### src/rtl/reduction_ctrl.sv
// Pass sequencer for a bank of parallel reduction lanes: feeds N_COLS columns, collects per-lane sums.
// Optional cycle counter on perf_cycles is built only when REDUCTION_CTRL_PERF_EN is defined.
module reduction_ctrl #(
    parameter int N_MATS        = 10,
    parameter int DATA_WIDTH    = 16,
    parameter int N_COLS        = 4,
    parameter int DRAIN_TIMEOUT = 16
) (
    input  logic                         clk,
    input  logic                         rst,
    input  logic                         start,
    output logic                         busy,
    input  logic                         in_valid,
    output logic                         in_ready,
    output logic                         red_valid_in,
    input  logic [N_MATS-1:0]            red_valid_out,
    input  logic [N_MATS*DATA_WIDTH-1:0] red_sum,
    output logic                         res_valid,
    input  logic                         res_ready,
    output logic [N_MATS*DATA_WIDTH-1:0] res_data,
    output logic                         err,
    output logic [31:0]                  perf_cycles
);

    typedef enum logic [1:0] {
        S_IDLE,
        S_FEED,
        S_DRAIN,
        S_OUTPUT
    } state_t;

    localparam logic [7:0] LAST_COL   = 8'(N_COLS - 1);
    localparam logic [7:0] LAST_DRAIN = 8'(DRAIN_TIMEOUT - 1);

    state_t            state;
    logic [7:0]        col_cnt;
    logic [7:0]        drain_cnt;
    logic [N_MATS-1:0] mask;

    logic              accept;
    logic              capture_en;
    logic              last_col;
    logic              enter_feed;
    logic              drain_done;
    logic              drain_expired;
    logic [N_MATS-1:0] cap_hit;
    logic [N_MATS-1:0] mask_next;

    // The column handshake is combinational so the array sees valid_in in the accept cycle.
    assign in_ready     = (state == S_FEED);
    assign accept       = in_valid & in_ready;
    assign red_valid_in = accept;

    // Only the first pulse per lane is kept; the mask blocks later ones.
    assign capture_en    = (state == S_FEED) || (state == S_DRAIN);
    assign cap_hit       = capture_en ? (red_valid_out & ~mask) : '0;
    assign mask_next     = mask | cap_hit;

    assign last_col      = accept && (col_cnt == LAST_COL);
    assign enter_feed    = start && ((state == S_IDLE) || ((state == S_OUTPUT) && res_ready));
    assign drain_done    = &mask_next;
    assign drain_expired = (drain_cnt == LAST_DRAIN);

    // NOTE: every register here is assigned with <= so all of them see the pre-edge values.
    always_ff @(posedge clk) begin
        if (rst) begin
            state     <= S_IDLE;
            busy      <= 1'b0;
            res_valid <= 1'b0;
            err       <= 1'b0;
            col_cnt   <= '0;
            drain_cnt <= '0;
            mask      <= '0;
            // NOTE: res_data is a flop array driving an output, so it is reset rather than left unknown.
            res_data  <= '0;
        end else begin
            for (int i = 0; i < N_MATS; i++) begin
                if (cap_hit[i]) begin
                    res_data[i*DATA_WIDTH +: DATA_WIDTH] <= red_sum[i*DATA_WIDTH +: DATA_WIDTH];
                end
            end
            mask <= mask_next;

            case (state)
                S_IDLE: begin
                    if (enter_feed) begin
                        state     <= S_FEED;
                        busy      <= 1'b1;
                        col_cnt   <= '0;
                        drain_cnt <= '0;
                        mask      <= '0;
                        res_data  <= '0;
                        err       <= 1'b0;
                    end
                end

                S_FEED: begin
                    if (accept) begin
                        col_cnt <= col_cnt + 8'd1;
                        if (last_col) begin
                            state <= S_DRAIN;
                        end
                    end
                end

                S_DRAIN: begin
                    if (drain_done) begin
                        state     <= S_OUTPUT;
                        res_valid <= 1'b1;
                        err       <= 1'b0;
                    end else if (drain_expired) begin
                        state     <= S_OUTPUT;
                        res_valid <= 1'b1;
                        err       <= 1'b1;
                    end else begin
                        drain_cnt <= drain_cnt + 8'd1;
                    end
                end

                S_OUTPUT: begin
                    if (res_ready) begin
                        res_valid <= 1'b0;
                        if (enter_feed) begin
                            // Back-to-back pass: restart without visiting IDLE.
                            state     <= S_FEED;
                            col_cnt   <= '0;
                            drain_cnt <= '0;
                            mask      <= '0;
                            res_data  <= '0;
                            err       <= 1'b0;
                        end else begin
                            state <= S_IDLE;
                            busy  <= 1'b0;
                        end
                    end
                end

                default: begin
                    state     <= S_IDLE;
                    busy      <= 1'b0;
                    res_valid <= 1'b0;
                end
            endcase
        end
    end

`ifdef REDUCTION_CTRL_PERF_EN
    logic [31:0] perf_cnt;

    // The cycle that launches a pass counts as its first cycle; the handshake cycle is the last.
    always_ff @(posedge clk) begin
        if (rst) begin
            perf_cnt <= '0;
        end else if (enter_feed) begin
            perf_cnt <= 32'd1;
        end else if ((state != S_IDLE) && (perf_cnt != 32'hFFFF_FFFF)) begin
            perf_cnt <= perf_cnt + 32'd1;
        end
    end

    assign perf_cycles = perf_cnt;
`else
    assign perf_cycles = '0;
`endif

endmodule

### config.mk
export PLATFORM = sky130hd
export DESIGN_NAME = reduction_ctrl
export DESIGN_NICKNAME = d
export VERILOG_FILES = /design/src/rtl/reduction_ctrl.sv
export SDC_FILE = /design/constraint.sdc
export NUM_CORES = 1
export LEC_CHECK = 0
export ABC_AREA = 1
export ABC_CLOCK_PERIOD_IN_PS = 2250
export CAP_MARGIN = 5
export CORE_MARGIN = 3
export CORE_UTILIZATION = 41
export CTS_CLUSTER_SIZE = 20
export DETAILED_ROUTE_END_ITERATION = 16
export PLACE_DENSITY = 0.91
export SLEW_MARGIN = 20
export SYNTH_ARGS = -nofsm -noshare
export SYNTH_HDL_FRONTEND = slang
export SYNTH_SLANG_ARGS = --single-unit
### constraint.sdc
create_clock -name clk -period 2.25 [get_ports clk]
set_input_delay 0.225 -clock clk [delete_from_list [all_inputs] [get_ports clk]]
set_output_delay 0.225 -clock clk [all_outputs]
set_load 0.005 [all_outputs]
## Yosys cells after proc, flatten, opt, wreduce, memory -nomap -nowiden

Cells that the tools add are included.
Widths: inputs -> output; s select.

| cells by class | value |
|---|---|
| eq/ne operators | 13 |
| divide/modulo/power cells | 0 |
| add/sub/neg operators | 2 |
| bitwise operators | 4 |
| shifts and indexed selects | 0 |
| muxes and demuxes | 46 |
| reductions and logical operators | 17 |
| $mul | 0 |
| $lt $le $gt $ge | 0 |

Operators by type and width:

| kind | number |
|---|---|
| $mux 160 | 2 |
| $pmux 160 s2 | 1 |
| $mux 16 | 10 |
| $mux 8 | 7 |
| $pmux 8 s3 | 2 |
| $mux 10 | 3 |
| $pmux 10 s2 | 1 |
| $add 8x1->8 const B | 2 |
| $mux 2 | 6 |
| $and 10x10->10 | 1 |
| $mux 1 | 10 |
| $ne 2x2->1 const B | 5 |
| $not 10->10 | 1 |
| $or 10x10->10 | 1 |
| $reduce_and 10->1 | 1 |
| $reduce_and 3->1 | 3 |
| $eq 8x2->1 const B | 1 |
| $eq 8x4->1 const B | 1 |
| $pmux 2 s4 | 1 |
| $reduce_and 4->1 | 2 |
| $reduce_bool 3->1 | 2 |
| $reduce_and 5->1 | 1 |
| $eq 2x2->1 const B | 2 |
| $ne 2x1->1 const B | 2 |
| 9 further kinds | 14 |

| storage, ports and cells | value |
|---|---|
| memory bits (writable) | 0 |
| bits of input ports | 175 |
| bits in registers | 191 |
| logic and storage cells | 90 |
| latch bits | 0 |
| memories kept | 0 |
| output and inout bits | 197 |
| ROM bits | 0 |

## Longest topological paths before layout

Gate-level depths: netlist of the first run.

| logic depth | value |
|---|---|
| depth after elaboration | 7 |
| gate-level depth with buffers | 14 |
| depth with buffers taken out | 12 |

## Worst setup path after synthesis of the first run

Ideal clock, no wire load.

| timing | value |
|---|---|
| kind | flip-flop to flip-flop |
| start point | reg state[0] |
| end point | reg mask[0] |
| data arrival time | 1,783 ps |
| library setup time | 126 ps |
| clock period less this slack | 1,909 ps |
| path buffers | 3 |
| path slack | 341 ps |
| data required time | 2,124 ps |
| stages on the path, launching flop included | 10 |
| cell sequence | dfxtp_1 -> inv_1 -> ha_1 -> buf_4 -> nor2_1 -> inv_2 -> o211ai_2 -> buf_6 -> buf_4 -> a21oi_2 |

| between the ends | value |
|---|---|
| cells in the longest elaborated chain, start to end | 7 |
| elaborated cells between the ends (all ways) | 13 |
| classes of those cells | eq/ne (3); mux (4); bitwise (1); reduce/logical (5) |

Ends and longest elaborated chain:

| item | line | text |
|---|---|---|
| start: declaration | 35 | `state_t state;` |
| start signal: assignment | 67 | `state <= S_IDLE;` |
| start signal: assignment | 87 | `state <= S_FEED;` |
| start signal: assignment | 101 | `state <= S_DRAIN;` |
| $eq 2x1->1 (tied with other cells) | 55 | `assign capture_en = (state == S_FEED) \|\| (state == S_DRAIN);` |
| $logic_or 1x1->1 or $logic_and 1x1->1 (tied branches) | 55, 60 |  |
| $mux 10 or $logic_or 1x1->1 (tied branches) | 56, 60 |  |
| $or 10x10->10 or $logic_and 1x1->1 (tied branches) | 57, 60 |  |
| $mux 10 | 86, 123 |  |
| $mux 10 | 121 | `if (res_ready) begin` |
| $pmux 10 s2 * | 84 | `case (state)` |
| end signal: assignment | 82 | `mask <= mask_next;` |
| end: declaration | 38 | `logic [N_MATS-1:0] mask;` |

Every way passes the cells marked *; elsewhere a longest branch is shown, timed or not.
A chain may end at the register's enable or synchronous reset.

## Worst setup path after layout of the first run

| timing | value |
|---|---|
| start point | reg state[1] |
| end point | reg drain_cnt[2] |

| between the ends | value |
|---|---|
| cells in the longest elaborated chain, start to end | 7 |
| elaborated cells between the ends (all ways) | 19 |
| classes of those cells | eq/ne (6); mux (4); bitwise (1); reduce/logical (8) |

Ends and longest elaborated chain:

| item | line | text |
|---|---|---|
| $eq 2x1->1 (tied with other cells) | 55 |  |
| $logic_or 1x1->1 or $logic_and 1x1->1 (tied branches) | 55, 60 |  |
| $mux 10 or $logic_or 1x1->1 (tied branches) | 56, 60 |  |
| $or 10x10->10 or $logic_and 1x1->1 (tied branches) | 57, 60 |  |
| $reduce_and 10->1 or $mux 8 (tied branches) | n/a |  |
| $ne 2x2->1 (no line) or $mux 8 (tied branches) | n/a |  |
| $reduce_and 4->1 (no line) or $pmux 8 s3 (tied branches) | n/a |  |
| end signal: assignment | 116 | `drain_cnt <= drain_cnt + 8'd1;` |
| end: declaration | 37 | `logic [7:0] drain_cnt;` |

Parallel ways exist; a longest one is shown, timed or not. The select of a mux whose other input is x is not followed.

==> flow_summary_export.csv, run 1 <==
group,metric,value,unit
cts,path_clk_slew,0.07,ns
yosys,syn_area,7910,um^2
sta,period_needed,2.08,ns
worst_setup_path,crit_required,2.55,ns
cts,clock_path_buffers,2,
min_path,hold_depth,3,
worst_setup_path,r2r_end,"drain_cnt[2]",
final_layout,final_nets,1510,
place,dpl_cell_area,11600,um^2
min_path,hp-class,"in2reg",
yosys,synth_mux_area_frac,0,
cts,cts_buffers,17,
flow_run,max-cap-violations,0,
yosys,synthAdderAreaFrac,0.00950,
final_layout,drive_above_1_share,0.143,
worst_setup_path,path_cells,"inv_1, ha_4, buf_2, nand2_1, nand2_1, nand2_1, nor2_1, nand3_2, nand2_2, nand2_2, buf_4, nand3_1, a21oi_1",
worst_setup_path,critPathMaxStageDelay,0.35,ns
route,first_iter_violations,367,
yosys,synth_edf_count,0,
power,vdd.ir_drop.worst,0.000591,V
worst_setup_path,r2r_start,"state[1]",
grt,grt_pass1_wl,38000,um
route,vias,7616,
sta,fmax,0.482,GHz
power,power.density,1130,nW/um^2
grt,grt_usage,0.228,
grt,grt_overflow,0,
sta,hold_viol_final,0,
sta,finalSetupViolations,0,
worst_setup_path,cp_num_buf_inv,3,
route,avgViaCountPerCell,4.75,
yosys,seq_area_frac_synth,0.484,
route,drc,0,
sta,final_max_slew_viol_count,0,
worst_setup_path,crit_slowest_cell,"dfxtp_2",
final_layout,synthToLayoutAreaGrowth,55.1,%
yosys,syn_inst,979,
worst_setup_path,cp_top_family,"simple AND/OR/NAND/NOR gates",
worst_setup_path,path_max_fanout,7,
yosys,ys_async_sr_fraction,0,
min_path,hp-start,"red_sum[120]",
worst_setup_path,rrSetupSlack,0.17,ns
route,final_antenna_net_count,0,
route,wl_per_cell,15.2,um
place,hpwl,19000,um
sta,finalCritPeriodShare,0.923,
sta,fin_tns_setup,0,ns
yosys,ys_warn_count,0,
worst_setup_path,cp_common_cell,"nand2_1",
die,io_pins,372,
die,die-width,145,um
power,power,13.9,mW
grt,grt_max_degree,42,
route,firstDrtPassIters,7,
grt,first_global_vias,7526,
die,num_rows,50,
cts,htreeDepth,4,
yosys,synthXorXnorAreaFrac,0.00443,
power,power_leakage,4.57,nW
yosys,synth_compound_area_frac,0.0309,
yosys,avgSynthCellArea,8.07,um^2
worst_setup_path,end_kind,"flop",
die,die_area,21000,um^2
sta,fin_skew,0.0135,ns
grt,antenna_found_initial,2,
status,status,"complete, no violations",
min_path,hold-path-endpoint,"res_data[120]",
die,coreArea,18800,um^2
yosys,yosys.area_share.simple,0.386,
yosys,yosysUniqueCellTypes,27,
place,gp_congestion,0.839,
cts,root_buffer,"clkbuf_16",
place,dp.cells,1569,
worst_setup_path,critical_path.startpoint_type,"flop",
worst_setup_path,reg2regPathDepth,13,
place,port_buffers,339,
cts,cts_tree,"yes",
yosys,synth_top_family_by_area,"simple AND/OR/NAND/NOR gates",
final_layout,finalNonFillerCells,1603,
cts,cts_num_sinks,191,
worst_setup_path,critPathKind,"reg2reg",
worst_setup_path,cp_data_arrival_time,2.38,ns
final_layout,finalInstanceArea,12300,um^2
die,start_util,0.420,
cts,hold_buffers,0,
cts,clkLatencyLatePin,0.42,ns
die,die_y,145,um
yosys,synth_ff_type,"dfxtp_1",
route,drt-total-wl,24400,um
yosys,ys_ff_latch,191,
where the power goes:
group	internal (mW)	switching (mW)	total [mW]
Sequential	4.02	0.343	4.36
Combinational	2.75	3.74	6.49
Clock	1.63	1.41	3.04
cell usage after synthesis, drive strengths merged (8+ instances only):
library cell,n,share of area
a21oi,27,0.022
buf,59,0.054
clkbuf,16,0.0076
clkinv,11,0.0052
dfxtp,191,0.48
inv,38,0.018
nand2,65,0.031
nand3,21,0.013
nor2,356,0.17
nor3,161,0.16
o21ai,8,0.0055
worst register-to-register path: stages, from the launching register on:
cell	delay, ns
dfxtp_2	0.35
inv_1	0.10
ha_4	0.33
buf_2	0.18
nand2_1	0.09
nand2_1	0.07
nand2_1	0.05
nor2_1	0.12
nand3_2	0.12
nand2_2	0.11
nand2_2	0.11
buf_4	0.19
nand3_1	0.08
a21oi_1	0.07
flip-flops by register name, indices dropped and copies added, names as in the netlist:
signal and count:
err 1, state 2, drain_cnt 8, col_cnt 8
mask 10, res_valid 1, busy 1, res_data 160
timing repair:
action,4_1_cts,5_1_grt
pin swaps,0,2
setup buffers,0,1
gates resized for setup,2,6
setup endpoints to repair,6,7
layout by cell type, fill, tap and decap left out, types with 2 or more instances in the layout:
cell type	count
o211ai_1	2
inv_2	3
nor3_1	71
nor3b_1	5
clkbuf_8	2
clkinv_4	2
buf_4	27
xor2_1	4
clkinv_1	11
clkdlybuf4s50_1	339
nand2_1	61
clkbuf_16	17
nor2_2	11
a21oi_2	10
clkinvlp_4	3
a21oi_1	17
nand4_1	6
inv_6	3
inv_8	4
nand2_2	3
nand3_1	20
buf_12	8
nor3_2	90
ha_1	5
inv_1	35
nor2_1	345
o21ai_0	7
conb_1	32
dfxtp_1	190
cells by family after synthesis:
family | Yosys count
AOI/OAI and AO/OA | 38
xor gates and xnor gates | 4
adders and majority gates | 6
buffers and inverters | 124
DFF | 191
other | 1
and+or+nand+nor | 615
worst max-delay path by stage:
stage,from,endpoint,cells after the start
4_1_cts,state[1],drain_cnt[6],12
6_report,state[1],drain_cnt[2],13
3_3_place_gp,state[1],drain_cnt[5],12
5_1_grt,state[1],drain_cnt[4],13
2_1_floorplan,state[0],mask[0],9
3_5_place_dp,state[1],drain_cnt[6],12
stage by stage:
step | hold slack, ns | setup slack [ns] | utilization
floorplan | 0.294 | 0.341 | -
global placement | 0.437 | 0.0474 | 0.617
detailed placement | 0.436 | -0.131 | 0.617
CTS | 0.373 | 0.106 | 0.650
global route | 0.377 | -0.00507 | 0.651
finish | 0.398 | 0.173 | 0.651
cell type report:
class                   instances  area, um^2
fillers                      1518        6570
inverters                      49         184
clock inverters                13         141
clock buffers                  19         453
multi-input cells             695        3570
well taps                     260         325
repair buffers                375        3760
diodes                          1        2.50
flip-flops and latches        191        3820
per-layer routing:
layer	routed length, um	vias to the layer above	global-route usage
li1	-	3755	-
met1	9110	3513	0.259
met2	12400	287	0.393
met3	2120	59	0.0815
met4	835	2	0.0879
met5	13	-	0
Power figures use the tool's default switching activity.
==> run 2: changes to the inputs <==
--- a/config.mk
+++ b/config.mk
@@ -8,12 +8,12 @@
 export ABC_AREA = 1
 export ABC_CLOCK_PERIOD_IN_PS = 2250
 export CAP_MARGIN = 5
-export CORE_MARGIN = 3
-export CORE_UTILIZATION = 41
+export CORE_AREA = 2 2 147 149
 export CTS_CLUSTER_SIZE = 20
 export DETAILED_ROUTE_END_ITERATION = 16
-export PLACE_DENSITY = 0.91
-export SLEW_MARGIN = 20
+export DIE_AREA = 0 0 149 151
+export PLACE_DENSITY = 0.86
+export SLEW_MARGIN = 5
 export SYNTH_ARGS = -nofsm -noshare
 export SYNTH_HDL_FRONTEND = slang
 export SYNTH_SLANG_ARGS = --single-unit
==> flow_summary_export.csv, run 2 (synthesis gave the netlist of run 1 again) <==
group,metric,value,unit
final_layout,seq_area,3820,um^2
cts,path_clk_slew,0.08,ns
die,start_util,0.380,
cts,clkLatencyLatePin,0.43,ns
sta,fin_tns_setup,0,ns
route,avgViaCountPerCell,4.69,
final_layout,synthToLayoutAreaGrowth,54.3,%
grt,first_global_vias,7503,
final_layout,multi_input_area,3550,um^2
worst_setup_path,path_max_fanout,30,
grt,grt_max_degree,31,
worst_setup_path,path_cells,"buf_4, ha_1, inv_2, nor2_2, inv_2, o21ai_2, nor2_1, inv_2, o211ai_4, buf_12, buf_4, nor3_1",
die,die_area,22500,um^2
die,coreArea,20800,um^2
place,dpl_cell_area,11600,um^2
sta,timing.hold.ws,0.384,ns
final_layout,final_core_util,0.586,
final_layout,finalInstanceArea,12200,um^2
cts,clock_path_buffers,2,
sta,relSlewSlack,0.649,
power,power.density,1130,nW/um^2
sta,fin_skew,0.0107,ns
final_layout,biggestRegsByFlops,"res_data: 160 flops, mask: 10 flops",
grt,antenna_found_initial,0,
place,gp_congestion,0.864,
grt,grt_overflow,0,
cts,hold_buffers,0,
route,final_antenna_net_count,0,
worst_setup_path,cp_data_arrival_time,2.39,ns
worst_setup_path,critical_path.startpoint_type,"flop",
min_path,hp-class,"in2reg",
sta,finalSetupViolations,0,
final_layout,largest_reg_flops,160,
status,status,"complete, no violations",
sta,rsz0062_at_grt,"no",
power,vdd.ir_drop.worst,0.000620,V
worst_setup_path,critPathMaxStageDelay,0.32,ns
die,io_pins,372,
worst_setup_path,crit_slowest_cell,"dfxtp_1",
sta,finalCritPeriodShare,0.923,
cts,root_buffer,"clkbuf_16",
sta,period_needed,2.08,ns
final_layout,mostFrequentLayoutCell,"nor2_1",
final_layout,final_nets,1506,
place,place_ws,-0.202,ns
worst_setup_path,end_kind,"flop",
worst_setup_path,cp_common_cell,"inv_2",
sta,final_max_slew_viol_count,0,
route,vias,7571,
sta,worst-slew-pin-transition,0.523,ns
cts,cts_buffers,17,
sta,hold_viol_final,0,
power,power,13.7,mW
route,wl_per_cell,14.9,um
final_layout,finalNonFillerCells,1613,
flow_run,max-cap-violations,0,
die,num_rows,53,
final_layout,drive_above_1_share,0.138,
grt,grt_pass1_wl,37700,um
power,power_leakage,4.54,nW
sta,fmax,0.482,GHz
cts,htreeDepth,4,
route,drc,0,
grt,grt_usage,0.212,
worst_setup_path,critPathKind,"reg2reg",
final_layout,n_antenna_cell,0,
route,first_iter_violations,277,
cts,post_cts_buffers,0,
cts,cts_num_sinks,191,
die,die_y,151,um
die,die-width,149,um
place,dp.cells,1581,
place,hpwl,18200,um
cts,cts_tree,"yes",
final_layout,largest_register,"res_data",
final_layout,final.fill_count,1847,
place,port_buffers,339,
route,drt-total-wl,24000,um
worst_setup_path,crit_required,2.57,ns
sta,fin_ws,0.173,ns
route,firstDrtPassIters,4,
final_layout,final_cell_mix,"nor2_1, clkdlybuf4s50_1, dfxtp_1",
## run 2: cell count changes in the layout (fill, tap and decap cells not counted), moves of 2 or more
cell	previous run	this run
clkinvlp_4	3	1
clkinv_8	0	2
buf_12	8	6
clkinv_4	2	4
## run 2: cell type report
type                       instances  share of cell area
clock buffer                      18              0.0360
clock inverter                    14              0.0120
multi-input combinational        695               0.291
inverter                          49              0.0151
sequential                       191               0.313
timing repair buffer             371               0.304
tap                              275              0.0282
## run 2: worst paths after layout
kind	from	to	cells past startpoint	slack, ns
worst min-delay path	red_sum[107]	res_data[107]	3	0.38
worst max-delay path	state[0]	res_data[79]	12	0.17
worst max register to register	state[0]	res_data[79]	12	0.17
worst min register to register	res_valid	res_valid	2	0.44
## run 2: layer usage
layer | track usage | vias up | routed length [um]
li1 | - | 3754 | -
met1 | 0.240 | 3474 | 9440
met2 | 0.363 | 286 | 11800
met3 | 0.0762 | 57 | 1880
met4 | 0.0876 | 0 | 823
met5 | 0 | - | 0
## run 2: power by group
part | internal, mW | total, mW | switching [mW] | leakage [nW]
clock network | 1.51 | 3.00 | 1.49 | 0.285
logic | 2.67 | 6.39 | 3.72 | 2.71
registers | 4.01 | 4.35 | 0.336 | 1.55
total | 8.20 | 13.7 | 5.54 | 4.54
## run 2: what timing repair did
action                                  4_1_cts  5_1_grt
resized for setup                             3        1
gates cloned                                  0        0
endpoints found under the setup margin        8        9
## run 2: worst max-delay path: cells and delay by family, from the launching register on
kind	cells	cell delay [ns]
AOI/OAI and AO/OA	2	0.25
DFF	1	0.32
buffers and inverters	6	0.87
adders and majority gates	1	0.24
and+or+nand+nor	3	0.27
==> run 3: changes to the inputs <==
--- a/config.mk
+++ b/config.mk
@@ -7,7 +7,7 @@
 export LEC_CHECK = 0
 export ABC_AREA = 1
 export ABC_CLOCK_PERIOD_IN_PS = 2250
-export CAP_MARGIN = 5
+export CAP_MARGIN = 20
 export CORE_AREA = 2 2 147 149
 export CTS_CLUSTER_SIZE = 20
 export DETAILED_ROUTE_END_ITERATION = 16
==> results of run 3 <==
Final layout, timing and power as in run 2 (identical DEF).
